===== src/rtl/spi_pkg.sv =====
// Shared types and constants for the SPI slave receive path.
package spi_pkg;

    // Mode 0 samples mosi on the rising sck edge
    localparam bit SPI_MODE0 = 1'b1;

    localparam int unsigned DEF_WIDTH      = 8;
    localparam int unsigned DEF_DEPTH_LOG2 = 2;
    localparam int unsigned SYNC_STAGES    = 2;

    typedef struct packed {
        logic                 first;
        logic [DEF_WIDTH-1:0] data;
    } spi_word_t;

    typedef enum logic {
        IDLE  = 1'b0,
        SHIFT = 1'b1
    } rx_state_t;

endpackage


===== src/rtl/spi_rx_sync.sv =====
// Synchronisers and registered edge pulses for csn/sck/mosi.
// sck_fall port exists only when SPI_RX_MISO_EN is defined.
module spi_rx_sync
    import spi_pkg::*;
(
    input  logic Bus2IP_Clk,
    input  logic rst,
    input  logic csn,
    input  logic sck,
    input  logic mosi,
    output logic csn_s,
    output logic mosi_s,
    output logic sck_rise,
    output logic csn_rise,
    output logic csn_fall
`ifdef SPI_RX_MISO_EN
    ,
    output logic sck_fall
`endif
);

    localparam int unsigned AGE_W = $clog2(SYNC_STAGES + 2);

    logic [SYNC_STAGES:0]   csn_q;
    logic [SYNC_STAGES:0]   sck_q;
    logic [SYNC_STAGES-1:0] mosi_q;
    logic [AGE_W-1:0]       age;
    logic                   hist_ok;

    // Edges are only trusted once every history stage holds a real post-reset
    // sample, so a csn already low when reset releases is not seen as a fall.
    assign hist_ok = (age == AGE_W'(SYNC_STAGES + 1));

    always_ff @(posedge Bus2IP_Clk) begin
        if (rst) begin
            csn_q    <= '1;
            sck_q    <= '0;
            mosi_q   <= '0;
            age      <= '0;
            csn_s    <= 1'b1;
            mosi_s   <= 1'b0;
            sck_rise <= 1'b0;
            csn_rise <= 1'b0;
            csn_fall <= 1'b0;
        end else begin
            csn_q    <= {csn_q[SYNC_STAGES-1:0], csn};
            sck_q    <= {sck_q[SYNC_STAGES-1:0], sck};
            mosi_q   <= {mosi_q[SYNC_STAGES-2:0], mosi};
            if (!hist_ok) begin
                age <= age + AGE_W'(1);
            end
            csn_s    <= csn_q[SYNC_STAGES-1];
            mosi_s   <= mosi_q[SYNC_STAGES-1];
            sck_rise <= hist_ok &  sck_q[SYNC_STAGES-1] & ~sck_q[SYNC_STAGES];
            csn_rise <= hist_ok &  csn_q[SYNC_STAGES-1] & ~csn_q[SYNC_STAGES];
            csn_fall <= hist_ok & ~csn_q[SYNC_STAGES-1] &  csn_q[SYNC_STAGES];
        end
    end

`ifdef SPI_RX_MISO_EN
    always_ff @(posedge Bus2IP_Clk) begin
        if (rst) begin
            sck_fall <= 1'b0;
        end else begin
            sck_fall <= hist_ok & ~sck_q[SYNC_STAGES-1] & sck_q[SYNC_STAGES];
        end
    end
`endif

endmodule


===== src/rtl/spi_rx.sv =====
// SPI mode-0 slave receiver with first-word tagging and a small FWFT FIFO.
// Define SPI_RX_MISO_EN to return the inverse of each received word on miso.
module spi_rx
    import spi_pkg::*;
#(
    parameter int unsigned WIDTH      = DEF_WIDTH,
    parameter int unsigned DEPTH_LOG2 = DEF_DEPTH_LOG2
) (
    input  logic             Bus2IP_Clk,
    input  logic             rst,
    input  logic             csn,
    input  logic             sck,
    input  logic             mosi,
    output logic             miso,
    output logic [WIDTH-1:0] dout,
    output logic             dout_first,
    input  logic             rd,
    output logic             empty,
    output logic             full,
    output logic             overflow,
    output logic             frame_err,
    input  logic             clr
);

    localparam int unsigned DEPTH = 1 << DEPTH_LOG2;
    localparam int unsigned CNT_W = $clog2(WIDTH);
    localparam int unsigned PTR_W = DEPTH_LOG2 + 1;

    typedef struct packed {
        logic             first;
        logic [WIDTH-1:0] data;
    } rx_word_t;

    logic csn_s, mosi_s, sck_rise, csn_rise, csn_fall;
`ifdef SPI_RX_MISO_EN
    logic sck_fall;
`endif

    spi_rx_sync u_sync (
        .Bus2IP_Clk (Bus2IP_Clk),
        .rst        (rst),
        .csn        (csn),
        .sck        (sck),
        .mosi       (mosi),
        .csn_s      (csn_s),
        .mosi_s     (mosi_s),
        .sck_rise   (sck_rise),
        .csn_rise   (csn_rise),
        .csn_fall   (csn_fall)
`ifdef SPI_RX_MISO_EN
        ,
        .sck_fall   (sck_fall)
`endif
    );

    rx_state_t        state, state_nxt;
    logic [CNT_W-1:0] cnt, cnt_nxt;
    logic             first_flag, first_nxt;
    logic [WIDTH-2:0] sr, sr_nxt;
    logic             push_c;
    logic             frame_err_nxt;
    rx_word_t         wr_word;

    rx_word_t         mem [DEPTH];
    logic [PTR_W-1:0] wptr, rptr;
    rx_word_t         head;
    logic             do_pop, do_push, drop;

    // Completed word: the stored bits plus the bit arriving this cycle
    assign wr_word = '{first: first_flag, data: {sr, mosi_s}};

    always_comb begin
        state_nxt     = state;
        cnt_nxt       = cnt;
        first_nxt     = first_flag;
        sr_nxt        = sr;
        push_c        = 1'b0;
        frame_err_nxt = 1'b0;
        case (state)
            IDLE: begin
                if (csn_fall) begin
                    state_nxt = SHIFT;
                    cnt_nxt   = '0;
                    first_nxt = 1'b1;
                end
            end
            SHIFT: begin
                if (csn_rise) begin
                    state_nxt     = IDLE;
                    frame_err_nxt = (cnt != '0);
                    cnt_nxt       = '0;
                end else if (sck_rise && !csn_s) begin
                    sr_nxt = (WIDTH-1)'({sr, mosi_s});
                    if (cnt == CNT_W'(WIDTH - 1)) begin
                        push_c    = 1'b1;
                        cnt_nxt   = '0;
                        first_nxt = 1'b0;
                    end else begin
                        cnt_nxt = cnt + CNT_W'(1);
                    end
                end
            end
            default: state_nxt = IDLE;
        endcase
    end

    assign empty = (wptr == rptr);
    assign full  = (wptr[DEPTH_LOG2] != rptr[DEPTH_LOG2]) &&
                   (wptr[DEPTH_LOG2-1:0] == rptr[DEPTH_LOG2-1:0]);

    // A pop in the same cycle frees the slot, so a full FIFO still accepts
    assign do_pop  = rd && !empty;
    assign do_push = push_c && (!full || do_pop);
    assign drop    = push_c && full && !do_pop;

    always_ff @(posedge Bus2IP_Clk) begin
        if (rst) begin
            state      <= IDLE;
            cnt        <= '0;
            first_flag <= 1'b0;
            sr         <= '0;
            wptr       <= '0;
            rptr       <= '0;
            overflow   <= 1'b0;
            frame_err  <= 1'b0;
        end else begin
            state      <= state_nxt;
            cnt        <= cnt_nxt;
            first_flag <= first_nxt;
            sr         <= sr_nxt;
            frame_err  <= frame_err_nxt;
            if (do_push) begin
                wptr <= wptr + PTR_W'(1);
            end
            if (do_pop) begin
                rptr <= rptr + PTR_W'(1);
            end
            if (drop) begin
                overflow <= 1'b1;
            end else if (clr) begin
                overflow <= 1'b0;
            end
        end
    end

    always_ff @(posedge Bus2IP_Clk) begin
        if (do_push) begin
            mem[wptr[DEPTH_LOG2-1:0]] <= wr_word;
        end
    end

    assign head       = mem[rptr[DEPTH_LOG2-1:0]];
    assign dout       = empty ? '0 : head.data;
    assign dout_first = !empty && head.first;

`ifdef SPI_RX_MISO_EN
    logic [WIDTH-1:0] tx_sr;

    // The fall that closes a word is skipped so the master's next rising
    // edge samples the MSB of the freshly loaded word.
    always_ff @(posedge Bus2IP_Clk) begin
        if (rst) begin
            tx_sr <= '0;
        end else if (state == SHIFT && csn_rise) begin
            tx_sr <= '0;
        end else if (push_c) begin
            tx_sr <= ~wr_word.data;
        end else if (state == SHIFT && sck_fall && cnt != '0) begin
            tx_sr <= {tx_sr[WIDTH-2:0], 1'b0};
        end
    end

    assign miso = tx_sr[WIDTH-1];
`else
    assign miso = 1'b0;
`endif

endmodule


===== config.mk =====
export PLATFORM = sky130hd
export DESIGN_NAME = spi_rx
export DESIGN_NICKNAME = d
export VERILOG_FILES = /design/src/rtl/spi_pkg.sv /design/src/rtl/spi_rx_sync.sv /design/src/rtl/spi_rx.sv
export SDC_FILE = /design/constraint.sdc
export NUM_CORES = 1
export LEC_CHECK = 0
export ABC_CLOCK_PERIOD_IN_PS = 2700
export BUFFER_PORTS_ARGS = -buffer_cell sky130_fd_sc_hd__clkbuf_2
export CORE_ASPECT_RATIO = 0.5
export CORE_UTILIZATION = 56
export DETAILED_ROUTE_END_ITERATION = 10
export HOLD_SLACK_MARGIN = 0.1
export PLACE_DENSITY = 0.84
export SLEW_MARGIN = 20
export SYNTH_ARGS = -nofsm -noshare
export SYNTH_HDL_FRONTEND = slang
export SYNTH_SLANG_ARGS = --single-unit

===== constraint.sdc =====
create_clock -name Bus2IP_Clk -period 2.7 [get_ports Bus2IP_Clk]
set_input_delay 0.405 -clock Bus2IP_Clk [delete_from_list [all_inputs] [get_ports Bus2IP_Clk]]
set_output_delay 0.405 -clock Bus2IP_Clk [all_outputs]
set_load 0.02 [all_outputs]

==> run summary <==
The number of pins with negative max-slew slack in the final report came out at 0. The via count of the routed design is 1516, and the hold violation total from the final report is 0. TritonCTS built the clock tree.

Number of buffers inserted by post-CTS setup repair: 0. The flow ran to the end, and the final reports show no timing, DRC or antenna violations. The first TritonRoute pass finished after 4 iterations. The final worst setup slack was 0.319 ns; the post-layout utilization of the core was 69.2%. For the pin with the worst max-slew slack, the measured transition is 0.742 ns. By startpoint and endpoint, the worst setup path is classified as reg2out. In the final layout, the share of cells above drive strength 1 is 25.3%.

Based on the critical path, the design can be clocked at up to 0.420 GHz. The via count of the first global-routing pass was 1517; the leftover overflow at the end of global routing was 0. Of the available clock period, the critical path in the final layout requires 88.2%. The worst path needs 2.38 ns of the cycle, external delays included. The post-synth net total was 212. Including well taps, the total number of placed cells is 275. Adding up every negative setup slack in the final design gives 0 ns. The height of the die was 52.3 µm. The logs give 9 for the number of buffers created by CTS and 0.00180 mm² for the register cell area after layout. Top routing layer in use: met4.

Number of buffers on the longest clock path: 2. The logs give 4.28 mm for the total routed wirelength and 0.244 ns for the worst slack on hold paths. Category of the worst setup path capture point: an output pin. The tools report the reported leakage power as 0.00117 µW. The post-synthesis area per instance is 14.5 µm². Synthesis inferred 72 register bits.

Summing every instance area after synthesis gives 0.00284 mm². The logs give 236 for the number of nets in the layout and 0.0136 ns for the worst clock skew. The wire length on met1 is 1.87 mm, and the worst setup slack before clock tree synthesis is 0.658 ns. Counting every sink on the clock net gives 72. The die is 103 µm wide. For the final weighted congestion of routability-driven global placement, the log shows 0.781. After detailed routing, the met2 layer carries 2.13 mm of wire. The run gives 2.30 ns as the required time of the critical path.

The tools report the site row count as 17. The per-cell routed wire length is 14.7 µm. After detailed routing, the met3 layer carries 199 µm of wire. Setup violations remaining at the end of the flow were counted as 0.

Entering global routing, the biggest net connects 38 pins. The H-tree was split into 3 levels. The max-capacitance violation count was 0; the total number of yosys warnings was 0. The number of antenna diodes in the final layout is 0. The initial antenna violation count is 0. Insertion delay to the later sink of the worst-skew pair: 0.35 ns.

Input and output buffers added on the ports amount to 19. The clock edge transition at the registers on the reported setup and hold paths was 0.08 ns; the final routed DRC violation total was 0. STA puts the critical path data arrival time at 1.98 ns. Setup repair after global routing left no endpoint under its margin.

The average vias per placed instance is 5.21. Measured against its own limit, the worst slew margin works out to 50.3%. Leaving out filler cells and counting taps, the final layout contains 291. Across the VDD grid, the largest voltage drop is 606 µV.

The cell sitting at the root of the clock tree is a sky130_fd_sc_hd__clkbuf_8. For the global-route wire length before repair, the log shows 6.97 mm. After legalization and detailed placement, the total HPWL measured 2.69 mm. The sequential element share of the synthesized area came out at 63.5%. The die covers 0.00538 mm².

The number of different library cells used by synthesis comes to 39. The number of placed I/O pins is 21, and the power per cell area is 659 mW/mm². The DRC marker count from the first detailed-route iteration is 92, and the number of hold-repair buffers added at the cts stage is 0.

The count of nets left with antenna violations once routing finished came out at 0. From synthesis to final layout, the design area changed by 13.0%. After technology mapping, the gate count stands at 196. The multi-input combinational cell area came out at 976 µm². In this run the standard cell core region covers 0.00464 mm². Of all nets on the critical path, the largest fanout is 9. In the global route stage, overall resource usage came out at 18.9%.

The fill cell total of the finished layout is 334, and the count of cells resized by post-cts repair is 0. For this configuration, the core starts out at a cell density of 61.2%. STA classifies the critical path startpoint as a flop. In this run the worst hold path is classified as in2reg.
per-layer routing:
metal / track usage [%] / up-vias
met3: 7.07 / 11
li1: - / 746
met2: 32.6 / 30
met1: 20.1 / 729
met4: 11.9 / 0
met5: 0 / -
cell usage in the layout, fill, tap and decap left out, types with 4 or more instances in the layout:
cell type                  synthesis  routed
sky130_fd_sc_hd__mux4_2            9       9
sky130_fd_sc_hd__xor2_1            4       4
sky130_fd_sc_hd__nand2_1           4       4
sky130_fd_sc_hd__edfxtp_1         36      36
sky130_fd_sc_hd__inv_1             5       5
sky130_fd_sc_hd__dfxtp_1          36      36
sky130_fd_sc_hd__clkbuf_8          0       9
sky130_fd_sc_hd__clkbuf_2          0      19
sky130_fd_sc_hd__ha_1              9       9
sky130_fd_sc_hd__a21oi_1           4       4
sky130_fd_sc_hd__nor2_1           18      18
sky130_fd_sc_hd__mux2i_1          11      11
sky130_fd_sc_hd__nor2b_1          18      18
sky130_fd_sc_hd__nand2b_1          4       4
final timing paths:
check                       start               to  slack (ns)  cells past startpoint
setup / recovery             flop       dout_first        0.32                      3
hold / removal                csn  u_sync.csn_q[0]        0.24                      2
setup reg to reg          wptr[1]        mem[0][0]        0.77                      4
hold reg to reg   u_sync.csn_q[0]  u_sync.csn_q[1]        0.41                      1
synthesized netlist by cell type, drive strengths merged:
| cell | count | area [µm²] |
|---|---|---|
| or4 | 1 | 7.51 |
| and2 | 3 | 18.8 |
| nand2b | 4 | 25.0 |
| nand4b | 1 | 8.76 |
| and4bb | 1 | 12.5 |
| o311ai | 1 | 8.76 |
| nor4bb | 2 | 20.0 |
| mux2i | 11 | 110 |
| a32oi | 1 | 8.76 |
| nor2 | 19 | 73.8 |
| o31ai | 1 | 7.51 |
| o22ai | 1 | 6.26 |
| clkbuf | 4 | 15.0 |
| ha | 9 | 113 |
| nand2 | 5 | 21.3 |
| and3b | 1 | 8.76 |
| nor3 | 3 | 20.0 |
| xor2 | 6 | 67.6 |
| xnor2 | 1 | 8.76 |
| nor4 | 1 | 21.3 |
| mux2 | 2 | 30.0 |
| inv | 5 | 18.8 |
| buf | 4 | 27.5 |
| nor3b | 2 | 20.0 |
| or2 | 3 | 18.8 |
| mux4 | 9 | 203 |
| edfxtp | 36 | 1080 |
| nor2b | 18 | 113 |
| dfxtp | 36 | 721 |
| a21oi | 4 | 20.0 |
| conb | 1 | 3.75 |
critical path: stages (launching register included):
cell	delay [ns]
sky130_fd_sc_hd__dfxtp_1	0.70
sky130_fd_sc_hd__mux4_2	0.58
sky130_fd_sc_hd__nor2b_1	0.15
sky130_fd_sc_hd__clkbuf_2	0.19
logic make-up after synthesis:
kind of cell | share of synthesized area [%]
compound gates | 1.81
mux | 12.1
buf+inv | 2.16
fa+ha+maj | 3.97
simple gates | 13.7
other cells | 0.132
xor+xnor | 2.69
flops | 63.5
where the power goes:
part	switching, µW	internal [µW]
clock	398	520
sequential	6.57	1150
combinational	22.7	18.1
total	427	1690
through the flow:
| step | area [µm²] | power, µW |
|---|---|---|
| 2_1_floorplan | 2840 | 1210 |
| 3_3_place_gp | 2990 | 1220 |
| 3_5_place_dp | 2990 | 1220 |
| 4_1_cts | 3210 | 2130 |
| 5_1_grt | 3210 | 2180 |
| 6_report | 3210 | 2110 |
sequential cells by signal, summed over array words and instances (netlist names), named ones only:
signal,cells
u_sync.mosi_q,2
u_sync.age,2
overflow,1
wptr,3
u_sync.csn_q,3
rptr,3
sr,7
frame_err,1
u_sync.csn_rise,1
u_sync.sck_rise,1
state,1
u_sync.csn_fall,1
mem,36
cnt,3
u_sync.mosi_s,1
u_sync.sck_q,3
first_flag,1
cell type report:
class | count | area share, %
clock buffer | 9 | 3.86
clock inverter | 7 | 2.93
inverter | 5 | 0.585
multi-input combinational | 111 | 30.4
sequential | 72 | 56.2
tap | 66 | 2.58
timing repair buffer | 21 | 3.43
Power figures use the tool's default switching activity.
